File: config.mk
export PLATFORM = sky130hd
export DESIGN_NAME = snoop_bus_arbiter_flat
export DESIGN_NICKNAME = d
export VERILOG_FILES = /design/src/rtl/snoop_bus_if.sv /design/src/rtl/snoop_bus_arbiter.sv /design/src/flat_wrapper.sv
export SDC_FILE = /design/constraint.sdc
export NUM_CORES = 1
export LEC_CHECK = 0
export ABC_AREA = 1
export ABC_CLOCK_PERIOD_IN_PS = 2450
export CAP_MARGIN = 10
export CORE_MARGIN = 2
export CORE_UTILIZATION = 45
export CTS_BUF_LIST = sky130_fd_sc_hd__clkbuf_4 sky130_fd_sc_hd__clkbuf_8
export CTS_CLUSTER_SIZE = 12
export DETAILED_ROUTE_END_ITERATION = 12
export PLACE_DENSITY = 0.72
export SETUP_SLACK_MARGIN = 0.02
export SYNTH_ARGS = -nofsm -noshare
export SYNTH_HDL_FRONTEND = slang
export SYNTH_SLANG_ARGS = --single-unit
File: constraint.sdc
create_clock -name aclk -period 2.45 [get_ports aclk]
set_input_delay 0.3675 -clock aclk [delete_from_list [all_inputs] [get_ports aclk]]
set_output_delay 0.3675 -clock aclk [all_outputs]
set_load 0.02 [all_outputs]
File: src/rtl/snoop_bus_if.sv
// Snoop-bus bundle between the per-core snoop ports and the shared arbiter.
// The master side is the core cluster; the slave side is the arbiter.
interface snoop_bus_if #(
  parameter int N_CORES = 2
);
  logic [N_CORES-1:0]    snp_own_sendM_valid;
  logic [N_CORES-1:0]    snp_own_sendS_valid;
  logic [6*N_CORES-1:0]  snp_own_sendM_atop;
  logic [32*N_CORES-1:0] snp_own_send_addr;
  logic [N_CORES-1:0]    snp_other_sendM_valid;
  logic [31:0]           snp_other_sendM_addr;
  logic [N_CORES-1:0]    snp_gnt;
  logic [N_CORES-1:0]    snp_bus_sc_gnt;
  logic [N_CORES-1:0]    snp_bus_exokay;

  modport master (
    output snp_own_sendM_valid, snp_own_sendS_valid, snp_own_sendM_atop, snp_own_send_addr,
    input  snp_other_sendM_valid, snp_other_sendM_addr, snp_gnt, snp_bus_sc_gnt, snp_bus_exokay
  );

  modport slave (
    input  snp_own_sendM_valid, snp_own_sendS_valid, snp_own_sendM_atop, snp_own_send_addr,
    output snp_other_sendM_valid, snp_other_sendM_addr, snp_gnt, snp_bus_sc_gnt, snp_bus_exokay
  );
endinterface

File: src/rtl/snoop_bus_arbiter.sv
// Round-robin snoop-bus arbiter: serialises per-core store/LR/SC requests,
// broadcasts stores to the other cores and tracks LR/SC reservations.
module snoop_bus_arbiter #(
  parameter int          N_CORES = 2,
  parameter logic [5:0]  ATOP_LR = 6'b100001,
  parameter logic [5:0]  ATOP_SC = 6'b100010
) (
  input  logic       aclk,
  input  logic       areset,
  snoop_bus_if.slave bus
);

  localparam int IDX_W = $clog2(N_CORES);

  typedef enum logic [1:0] {
    IDLE  = 2'd0,
    BCAST = 2'd1,
    RESP  = 2'd2
  } state_t;

  state_t             state_q, state_d;
  logic [IDX_W-1:0]   last_q, last_d;
  logic [IDX_W-1:0]   win_q, win_d;
  logic [31:0]        addr_q, addr_d;
  logic [5:0]         atop_q, atop_d;
  logic               is_m_q, is_m_d;
  logic               fwd_q, fwd_d;
  logic [N_CORES-1:0] res_vld_q, res_vld_d;
  logic [29:0]        res_addr_q [N_CORES];
  logic [29:0]        res_addr_d [N_CORES];
  logic [N_CORES-1:0] other_vld_q, other_vld_d;
  logic [31:0]        other_addr_q, other_addr_d;
  logic [N_CORES-1:0] gnt_q, gnt_d;
  logic [N_CORES-1:0] sc_gnt_q, sc_gnt_d;
  logic [N_CORES-1:0] exokay_q, exokay_d;

  logic [N_CORES-1:0] req_s;
  logic               found_s;
  logic [IDX_W-1:0]   pick_s;
  logic               pick_m_s;
  logic [5:0]         pick_atop_s;
  logic [31:0]        pick_addr_s;
  logic               pick_fwd_s;

  // Round-robin pick starting one past the previous winner, plus the picked core's fields.
  always_comb begin
    req_s   = bus.snp_own_sendM_valid | bus.snp_own_sendS_valid;
    found_s = 1'b0;
    pick_s  = '0;
    for (int k = 1; k <= N_CORES; k++) begin
      if (!found_s && req_s[(int'(last_q) + k) % N_CORES]) begin
        found_s = 1'b1;
        pick_s  = IDX_W'((int'(last_q) + k) % N_CORES);
      end else begin
        found_s = found_s;
      end
    end
    pick_m_s    = bus.snp_own_sendM_valid[pick_s];
    pick_atop_s = bus.snp_own_sendM_atop[6*int'(pick_s) +: 6];
    pick_addr_s = bus.snp_own_send_addr[32*int'(pick_s) +: 32];
    // The table cannot change before BCAST ends, so the SC check can be done at selection time.
    if (!pick_m_s) begin
      pick_fwd_s = 1'b0;
    end else if (pick_atop_s != ATOP_SC) begin
      pick_fwd_s = 1'b1;
    end else begin
      pick_fwd_s = res_vld_q[pick_s] && (res_addr_q[pick_s] == pick_addr_s[31:2]);
    end
  end

  // Transaction FSM: next state, latched request, reservation table and output pulses.
  always_comb begin
    state_d      = state_q;
    last_d       = last_q;
    win_d        = win_q;
    addr_d       = addr_q;
    atop_d       = atop_q;
    is_m_d       = is_m_q;
    fwd_d        = fwd_q;
    res_vld_d    = res_vld_q;
    res_addr_d   = res_addr_q;
    other_vld_d  = '0;
    other_addr_d = 32'h0000_0000;
    gnt_d        = '0;
    sc_gnt_d     = '0;
    exokay_d     = '0;
    case (state_q)
      IDLE: begin
        if (found_s) begin
          state_d = BCAST;
          win_d   = pick_s;
          last_d  = pick_s;
          addr_d  = pick_addr_s;
          atop_d  = pick_m_s ? pick_atop_s : ATOP_LR;
          is_m_d  = pick_m_s;
          fwd_d   = pick_fwd_s;
          if (pick_fwd_s) begin
            other_vld_d  = ~(N_CORES'(1) << pick_s);
            other_addr_d = pick_addr_s;
          end else begin
            other_vld_d  = '0;
          end
        end else begin
          state_d = IDLE;
        end
      end
      BCAST: begin
        state_d = RESP;
        for (int i = 0; i < N_CORES; i++) begin
          if (IDX_W'(i) == win_q) begin
            if (!is_m_q) begin
              res_vld_d[i]  = 1'b1;
              res_addr_d[i] = addr_q[31:2];
            end else if (atop_q == ATOP_SC) begin
              res_vld_d[i]  = 1'b0;
            end else begin
              res_vld_d[i]  = res_vld_q[i];
            end
          end else if (fwd_q && (res_addr_q[i] == addr_q[31:2])) begin
            res_vld_d[i] = 1'b0;
          end else begin
            res_vld_d[i] = res_vld_q[i];
          end
        end
        gnt_d[win_q] = 1'b1;
        if (is_m_q && (atop_q == ATOP_SC)) begin
          sc_gnt_d[win_q] = 1'b1;
          exokay_d[win_q] = fwd_q;
        end else begin
          sc_gnt_d[win_q] = 1'b0;
        end
      end
      RESP: begin
        state_d = IDLE;
      end
      default: begin
        state_d = IDLE;
      end
    endcase
  end

  // State and output registers with synchronous reset.
  always_ff @(posedge aclk) begin
    if (areset) begin
      state_q      <= IDLE;
      last_q       <= IDX_W'(N_CORES - 1);
      win_q        <= '0;
      addr_q       <= 32'h0000_0000;
      atop_q       <= 6'b000000;
      is_m_q       <= 1'b0;
      fwd_q        <= 1'b0;
      res_vld_q    <= '0;
      for (int i = 0; i < N_CORES; i++) begin
        res_addr_q[i] <= 30'h0000_0000;
      end
      other_vld_q  <= '0;
      other_addr_q <= 32'h0000_0000;
      gnt_q        <= '0;
      sc_gnt_q     <= '0;
      exokay_q     <= '0;
    end else begin
      state_q      <= state_d;
      last_q       <= last_d;
      win_q        <= win_d;
      addr_q       <= addr_d;
      atop_q       <= atop_d;
      is_m_q       <= is_m_d;
      fwd_q        <= fwd_d;
      res_vld_q    <= res_vld_d;
      res_addr_q   <= res_addr_d;
      other_vld_q  <= other_vld_d;
      other_addr_q <= other_addr_d;
      gnt_q        <= gnt_d;
      sc_gnt_q     <= sc_gnt_d;
      exokay_q     <= exokay_d;
    end
  end

  assign bus.snp_other_sendM_valid = other_vld_q;
  assign bus.snp_other_sendM_addr  = other_addr_q;
  assign bus.snp_gnt               = gnt_q;
  assign bus.snp_bus_sc_gnt        = sc_gnt_q;
  assign bus.snp_bus_exokay        = exokay_q;

endmodule
File: src/flat_wrapper.sv
// flat-port wrapper written by rule: the top's interface ports become plain ports
module snoop_bus_arbiter_flat 
#(
  parameter int          N_CORES = 2,
  parameter logic [5:0]  ATOP_LR = 6'b100001,
  parameter logic [5:0]  ATOP_SC = 6'b100010
)
  (aclk, areset, bus_snp_own_sendM_valid, bus_snp_own_sendS_valid, bus_snp_own_sendM_atop, bus_snp_own_send_addr, bus_snp_other_sendM_valid, bus_snp_other_sendM_addr, bus_snp_gnt, bus_snp_bus_sc_gnt, bus_snp_bus_exokay);
  snoop_bus_if #(.N_CORES(N_CORES)) bus_i ();
  input  logic aclk;
  input  logic areset;
  input wire logic [$bits(bus_i.snp_own_sendM_valid)-1:0] bus_snp_own_sendM_valid;
  input wire logic [$bits(bus_i.snp_own_sendS_valid)-1:0] bus_snp_own_sendS_valid;
  input wire logic [$bits(bus_i.snp_own_sendM_atop)-1:0] bus_snp_own_sendM_atop;
  input wire logic [$bits(bus_i.snp_own_send_addr)-1:0] bus_snp_own_send_addr;
  output wire logic [$bits(bus_i.snp_other_sendM_valid)-1:0] bus_snp_other_sendM_valid;
  output wire logic [$bits(bus_i.snp_other_sendM_addr)-1:0] bus_snp_other_sendM_addr;
  output wire logic [$bits(bus_i.snp_gnt)-1:0] bus_snp_gnt;
  output wire logic [$bits(bus_i.snp_bus_sc_gnt)-1:0] bus_snp_bus_sc_gnt;
  output wire logic [$bits(bus_i.snp_bus_exokay)-1:0] bus_snp_bus_exokay;
  assign bus_i.snp_own_sendM_valid = bus_snp_own_sendM_valid;
  assign bus_i.snp_own_sendS_valid = bus_snp_own_sendS_valid;
  assign bus_i.snp_own_sendM_atop = bus_snp_own_sendM_atop;
  assign bus_i.snp_own_send_addr = bus_snp_own_send_addr;
  assign bus_snp_other_sendM_valid = bus_i.snp_other_sendM_valid;
  assign bus_snp_other_sendM_addr = bus_i.snp_other_sendM_addr;
  assign bus_snp_gnt = bus_i.snp_gnt;
  assign bus_snp_bus_sc_gnt = bus_i.snp_bus_sc_gnt;
  assign bus_snp_bus_exokay = bus_i.snp_bus_exokay;
  snoop_bus_arbiter #(.N_CORES(N_CORES), .ATOP_LR(ATOP_LR), .ATOP_SC(ATOP_SC)) u_core (.aclk(aclk), .areset(areset), .bus(bus_i));
endmodule
==> results.toml, run 1 <==
[status]
status = "completed"

[power_and_ir_drop]
pwr-share-comb = 0.326
switching_share = 0.351
intPower_mw = 4.48
p_switching_mw = 2.42
ir_drop_v = 0.000391
clkPwrFrac = 0.278
sequentialPowerShare = 0.396
leakage_nw = 5.16
powerDensity_mw_per_mm2 = 654

[floorplan]
io-pin-count = 122
rows = 47
core_area_mm2 = 0.0166
die-area_mm2 = 0.0182
die_w_um = 135
fp.dieH_um = 135
initial_utilization = 0.463

[routing]
wirelength_mm = 26.1
drc = 0
highest_layer = "met4"
ant_nets = 0
via_per_inst = 5.30
wl_met2_mm = 11.1
firstDrtPassIters = 6
met1_length_mm = 11.3
routedWlPerCell_um = 15.9
met3_length_mm = 2.87
route.vias.total = 8679
first_iter_violations = 1139

[logic_synthesis]
yosysWarnings = 0
netlist_area_mm2 = 0.00771
seq_area_frac_synth = 0.374
syn_inst = 1203
ys_types = 31
syn_avg_cell_area_um2 = 6.41
ys_seq_elements = 144
syn-num-nets = 1285

[cts]
cts.htree.levels = 4
clock_sinks = 144
cts_buffers = 17
clk_pin_slew_ns = 0.08
root_buffer = "clkbuf_8"
cts_max_path_buffers = 2
insertion_delay_ns = 0.47
cts_hold_buffers = 0
cts_tree = "yes"

[setup_path]
critPathKind = "flop to flop"
worstPathRequired_ns = 2.86
rr_startpoint = "u_core.last_q"
rr_worst_depth = 19
worst_ep_arrival_time_ns = 2.70
end_kind = "flop"
setup.worst_path.start_class = "flop"
reg2reg_slack_ns = 0.16
worst_r2r_endpoint = "u_core.bus.snp_other_sendM_addr[9]"
critical_path.max_fanout = 19
setup.worst_path.start = "u_core.last_q"

[sta]
fmax_ghz = 0.436
hold_viol_final = 0
max_slew_margin = 0.589
drv_slew = 0
tightest_slew_ns = 0.610
hold_ws_ns = 0.494
period_share = 0.936
fin_crit_ns = 2.29
finalWorstSetupSlack_ns = 0.156
skew_ns = 0.00784
setup_viol = 0

[placement]
hpwl_mm = 18.8
gp_congestion = 0.944
place_ws_ns = -0.477
numPortBuffers = 121
dp_cells = 1597
placed_cell_area_mm2 = 0.00995

[global_routing]
antenna_found_initial = 0
grt_use_total = 0.279
grt_pass1_vias = 7497
grt_pass1_wl_mm = 39.4
grt_max_degree = 68
grt_remaining_overflow = 0

[final_layout]
mostFrequentLayoutCell = "nand2_1"
drive_gt1_frac = 0.133
layout_common_cells = "nand2_1, inv_1, dfxtp_1"
num_antenna_cells = 0
final_cell_count_no_fill = 1638
nets = 1487
postLayoutCellArea_mm2 = 0.0105
area_growth_pct = 36.7

[flow_run]
cap_violations = 0

[min_path]
min-delay-start = "u_core.atop_q[2]"
hp-class = "flop to flop"
min_delay_worst_endpoint = "u_core.atop_q[2]"
min_delay_path_depth = 2
-- cell families after synthesis --
| kind of cell | synth area share |
|---|---|
| buffers and inverters | 0.126 |
| multiplexers | 0.00649 |
| flip-flops | 0.374 |
| AND/OR/NAND/NOR | 0.293 |
| AO/OA/AOI/OAI | 0.181 |
| XOR/XNOR | 0.0204 |
-- metrics by stage --
stage / power, mW / setup TNS [ns] / utilization
finish: 6.90 / 0 / 0.633
global route: 7.20 / -0.0361 / 0.633
CTS: 6.76 / 0 / 0.622
detailed placement: 4.87 / -15.33 / 0.598
global placement: 4.85 / -14.50 / 0.598
floorplan: 3.89 / 0 / -
-- power groups by stage --
stage	combinational (mW)	sequential, mW	clock [mW]
after floorplan	1.13	2.77	0
after detailed placement	2.10	2.77	0
after global routing	2.44	2.75	2.01
after global placement	2.08	2.77	0
after CTS	2.12	2.72	1.92
final	2.25	2.73	1.92
-- what timing repair did --
action / CTS / global route
pin swaps: 0 / 4
gates cloned: 0 / 4
setup endpoints to repair: 6 / 35
setup buffers: 0 / 5
resized for setup: 1 / 18
-- sequential cells by signal, indices dropped and copies added, names as in the netlist, 6 cells and up --
| name | count |
|---|---|
| u_core.res_addr_q | 60 |
| u_core.bus.snp_other_sendM_addr | 32 |
| u_core.addr_q | 30 |
| u_core.atop_q | 6 |
-- synth_stat cells --
library cell  instances  area, um2
nand2_1             391       1470
inv_1               169        634
dfxtp_1             144       2880
o21ai_0             121        606
a21oi_1              94        470
nand3_1              49        245
nor2_1               44        165
clkbuf_1             32        120
buf_2                19       95.1
nand3b_1             18        135
xor2_1               18        158
o22ai_1              17        106
nor3_1               13       65.1
buf_4                11       82.6
nor2_2               10       62.6
o2111ai_1            10       87.6
o21ai_1               8       40.0
nor4_1                7       43.8
mux2i_1               5       50.1
nand4_1               5       31.3
buf_6                 3       33.8
o21ai_2               3       26.3
a211oi_1              2       15.0
nor2_4                2       22.5
o211ai_1              2       15.0
a32o_1                1       10.0
and2_1                1       6.26
inv_2                 1       3.75
nand2_4               1       11.3
o221ai_1              1       8.76
o32ai_1               1       8.76
-- worst max-delay path by stage --
| stage | endpoint | slack, ns | cells after the start |
|---|---|---|---|
| after floorplan | u_core.bus.snp_other_sendM_addr[20] | 0.39 | 13 |
| after global placement | u_core.bus.snp_other_sendM_addr[12] | -0.43 | 18 |
| after detailed placement | u_core.bus.snp_other_sendM_addr[14] | -0.48 | 18 |
| after CTS | u_core.bus.snp_other_sendM_addr[14] | 0.03 | 19 |
| after global routing | u_core.bus.snp_other_sendM_valid[1] | -0.02 | 17 |
| final | u_core.bus.snp_other_sendM_addr[9] | 0.16 | 19 |
-- worst max-delay path, stage by stage (launching register included) --
cell       delay, ns
dfxtp_2         0.36
inv_1           0.08
nor2_2          0.16
nor2_4          0.06
buf_12          0.15
buf_4           0.16
nand2_1         0.06
nand2_1         0.06
inv_1           0.05
nand2_1         0.04
nand2_1         0.06
nand2_1         0.08
nor2_2          0.18
nand2_1         0.10
nor2_1          0.10
nand2_1         0.07
nand2_2         0.11
nand2_8         0.10
clkbuf_16       0.18
nor2_1          0.07
-- per-layer routing --
metal | vias to the layer above | global-route usage
met4 | 0 | 0.104
met3 | 66 | 0.0488
met1 | 3850 | 0.402
met5 | - | 0
met2 | 525 | 0.415
li1 | 4238 | -
-- layout make-up --
class                   instances  area (um2)
repair buffers                248        2410
fillers                      1464        6100
clock buffers                  20         263
well taps                     220         275
inverters                     170         641
multi-input cells             824        3930
clock inverters                12         135
flip-flops and latches        144        2880
Power figures use the tool's default switching activity.
==> inputs of run 2 (changes only) <==
- HOLD_SLACK_MARGIN: default -> 0.12
==> results of run 2 <==
The final DEF is identical to that of run 1; final timing and power are the same.
==> inputs of run 3 (changes only) <==
- CORE_UTILIZATION: 45 -> 50
- PLACE_DENSITY: 0.72 -> 0.78
==> run 3 against run 2 <==
Against the previous run:
- first-iteration DRC count up 3.9%
- setup slack worse by 0.11 ns
- combinational power increased by 3%
- global-route usage grew 2.9 points
- non-clock buffer count down 10
- largest power group unchanged
- highest routed layer unchanged
==> results.toml, run 3 (synthesis results as in run 1) <==
[status]
status = "completed"

[global_routing]
grt_pass1_wl_mm = 39.0
grt_max_degree = 68
grt_use_total = 0.307
grt_pass1_vias = 7616
grt_remaining_overflow = 0
antenna_found_initial = 0

[setup_path]
worst_ep_arrival_time_ns = 2.81
crit_slowest_cell = "dfxtp_4"
crit_path_frequent_cell = "nand2_1"
crit_buf_inv = 4
worstPathRequired_ns = 2.86
reg2reg_slack_ns = 0.05
end_kind = "flop"
cp_top_family = "simple AND/OR/NAND/NOR gates"
critical_path.max_fanout = 7
rr_worst_depth = 18
critPathKind = "flop to flop"
cpPeakStageDelay_ns = 0.37
rr_startpoint = "u_core.last_q"
path_cells = "inv_2 > nor2_4 > nor2_4 > buf_12 > buf_4 > nand2_1 > nand2_2 > nand2_1 > nand2_1 > nand2_1 > nor2_2 > nand2_1 > nor2_1 > nand2_1 > nand2_1 > nand2_4 > buf_4 > nor2_1"
setup.worst_path.start_class = "flop"
worst_r2r_endpoint = "u_core.bus.snp_other_sendM_addr[14]"

[routing]
via_per_inst = 5.52
route.vias.total = 8813
first_iter_violations = 1183
ant_nets = 0
routedWlPerCell_um = 16.8
wirelength_mm = 26.9
drc = 0
firstDrtPassIters = 6

[cts]
root_buffer = "clkbuf_8"
insertion_delay_ns = 0.48
cts_buffers = 17
cts_hold_buffers = 0
cts.htree.levels = 4
clk_pin_slew_ns = 0.08
cts_max_path_buffers = 2
cts_tree = "yes"
clock_sinks = 144

[final_layout]
multi_input_area_mm2 = 0.00400
regArea_mm2 = 0.00289
final_cell_count_no_fill = 1596
nFillCells = 1203
drive_gt1_frac = 0.134
layout_common_cells = "nand2_1, inv_1, dfxtp_1"
largest_reg_flops = 60
top_register = "u_core.res_addr_q"
mostFrequentLayoutCell = "nand2_1"
nets = 1478
num_antenna_cells = 0
postLayoutCellArea_mm2 = 0.0106
area_growth_pct = 37.5

[min_path]
min-delay-start = "u_core.atop_q[2]"
min_delay_worst_endpoint = "u_core.atop_q[2]"
hp-class = "flop to flop"
min_delay_path_depth = 2

[power_and_ir_drop]
powerDensity_mw_per_mm2 = 678
power.total_mw = 7.18
ir_drop_v = 0.000427
leakage_nw = 5.17

[floorplan]
rows = 45
fp.dieH_um = 128
initial_utilization = 0.509
die_w_um = 128
core_area_mm2 = 0.0151
io-pin-count = 122
die-area_mm2 = 0.0164

[sta]
fin_crit_ns = 2.40
tightest_slew_ns = 0.609
period_share = 0.980
drv_slew = 0
fmax_ghz = 0.416
hold_viol_final = 0
hold_ws_ns = 0.499
setup_viol = 0
max_slew_margin = 0.590
skew_ns = 0.00743
setup-tns-final_ns = 0

[placement]
placed_cell_area_mm2 = 0.00979
numPortBuffers = 121
gp_congestion = 0.934
dp_cells = 1551
hpwl_mm = 18.1

[flow_run]
cap_violations = 0
[run 3: worst max-delay path by stage]
stage,start,end,depth (start not counted)
3_3_place_gp,bus_snp_own_sendM_valid[0],u_core.bus.snp_other_sendM_valid[1],18
6_report,u_core.last_q,u_core.bus.snp_other_sendM_addr[14],18
4_1_cts,bus_snp_own_sendM_valid[0],u_core.bus.snp_other_sendM_addr[28],18
3_5_place_dp,bus_snp_own_sendM_valid[0],u_core.bus.snp_other_sendM_addr[28],18
2_1_floorplan,bus_snp_own_sendM_valid[1],u_core.bus.snp_other_sendM_addr[20],13
5_1_grt,u_core.last_q,u_core.bus.snp_other_sendM_addr[6],18
[run 3: repair_timing]
item,4_1_cts,5_1_grt
pin swaps,0,5
resized for setup,3,39
gates cloned,0,5
hold endpoints to repair,0,0
setup buffers,0,9
setup endpoints to repair,34,34
[run 3: worst min-delay path, delay by kind of cell, from the launching register on]
kind	cells	cell delay [ns]
DFF	1	0.31
buffers and inverters	1	0.06
AOI/OAI and AO/OA	1	0.08
[run 3: cell type report]
| class | instances | area share |
|---|---|---|
| multi-input cells | 825 | 0.377 |
| flip-flops and latches | 144 | 0.272 |
| repair buffers | 238 | 0.226 |
| inverters | 170 | 0.0607 |
| clock buffers | 22 | 0.0268 |
| well taps | 188 | 0.0222 |
| clock inverters | 9 | 0.0149 |
[run 3: metrics by stage]
| stage | util | setup WS (ns) |
|---|---|---|
| after global placement | 0.646 | -0.490 |
| after global routing | 0.700 | -0.0168 |
| after CTS | 0.676 | 0.0246 |
| final | 0.700 | 0.0488 |
| after floorplan | - | 0.392 |
| after detailed placement | 0.646 | -0.563 |
[run 3: power breakdown]
part | switching, mW | internal (mW)
sequential | 0.183 | 2.55
clock | 0.935 | 1.19
combinational | 1.32 | 1.01
total | 2.44 | 4.74
[run 3: metal layers]
metal  global-route usage  routed length, um  vias up
met3               0.0747               3230       80
met4                0.125               1030        0
met1                0.425              11100     3967
met5                    0                  0        -
met2                0.461              11500      534
li1                     -                  -     4232
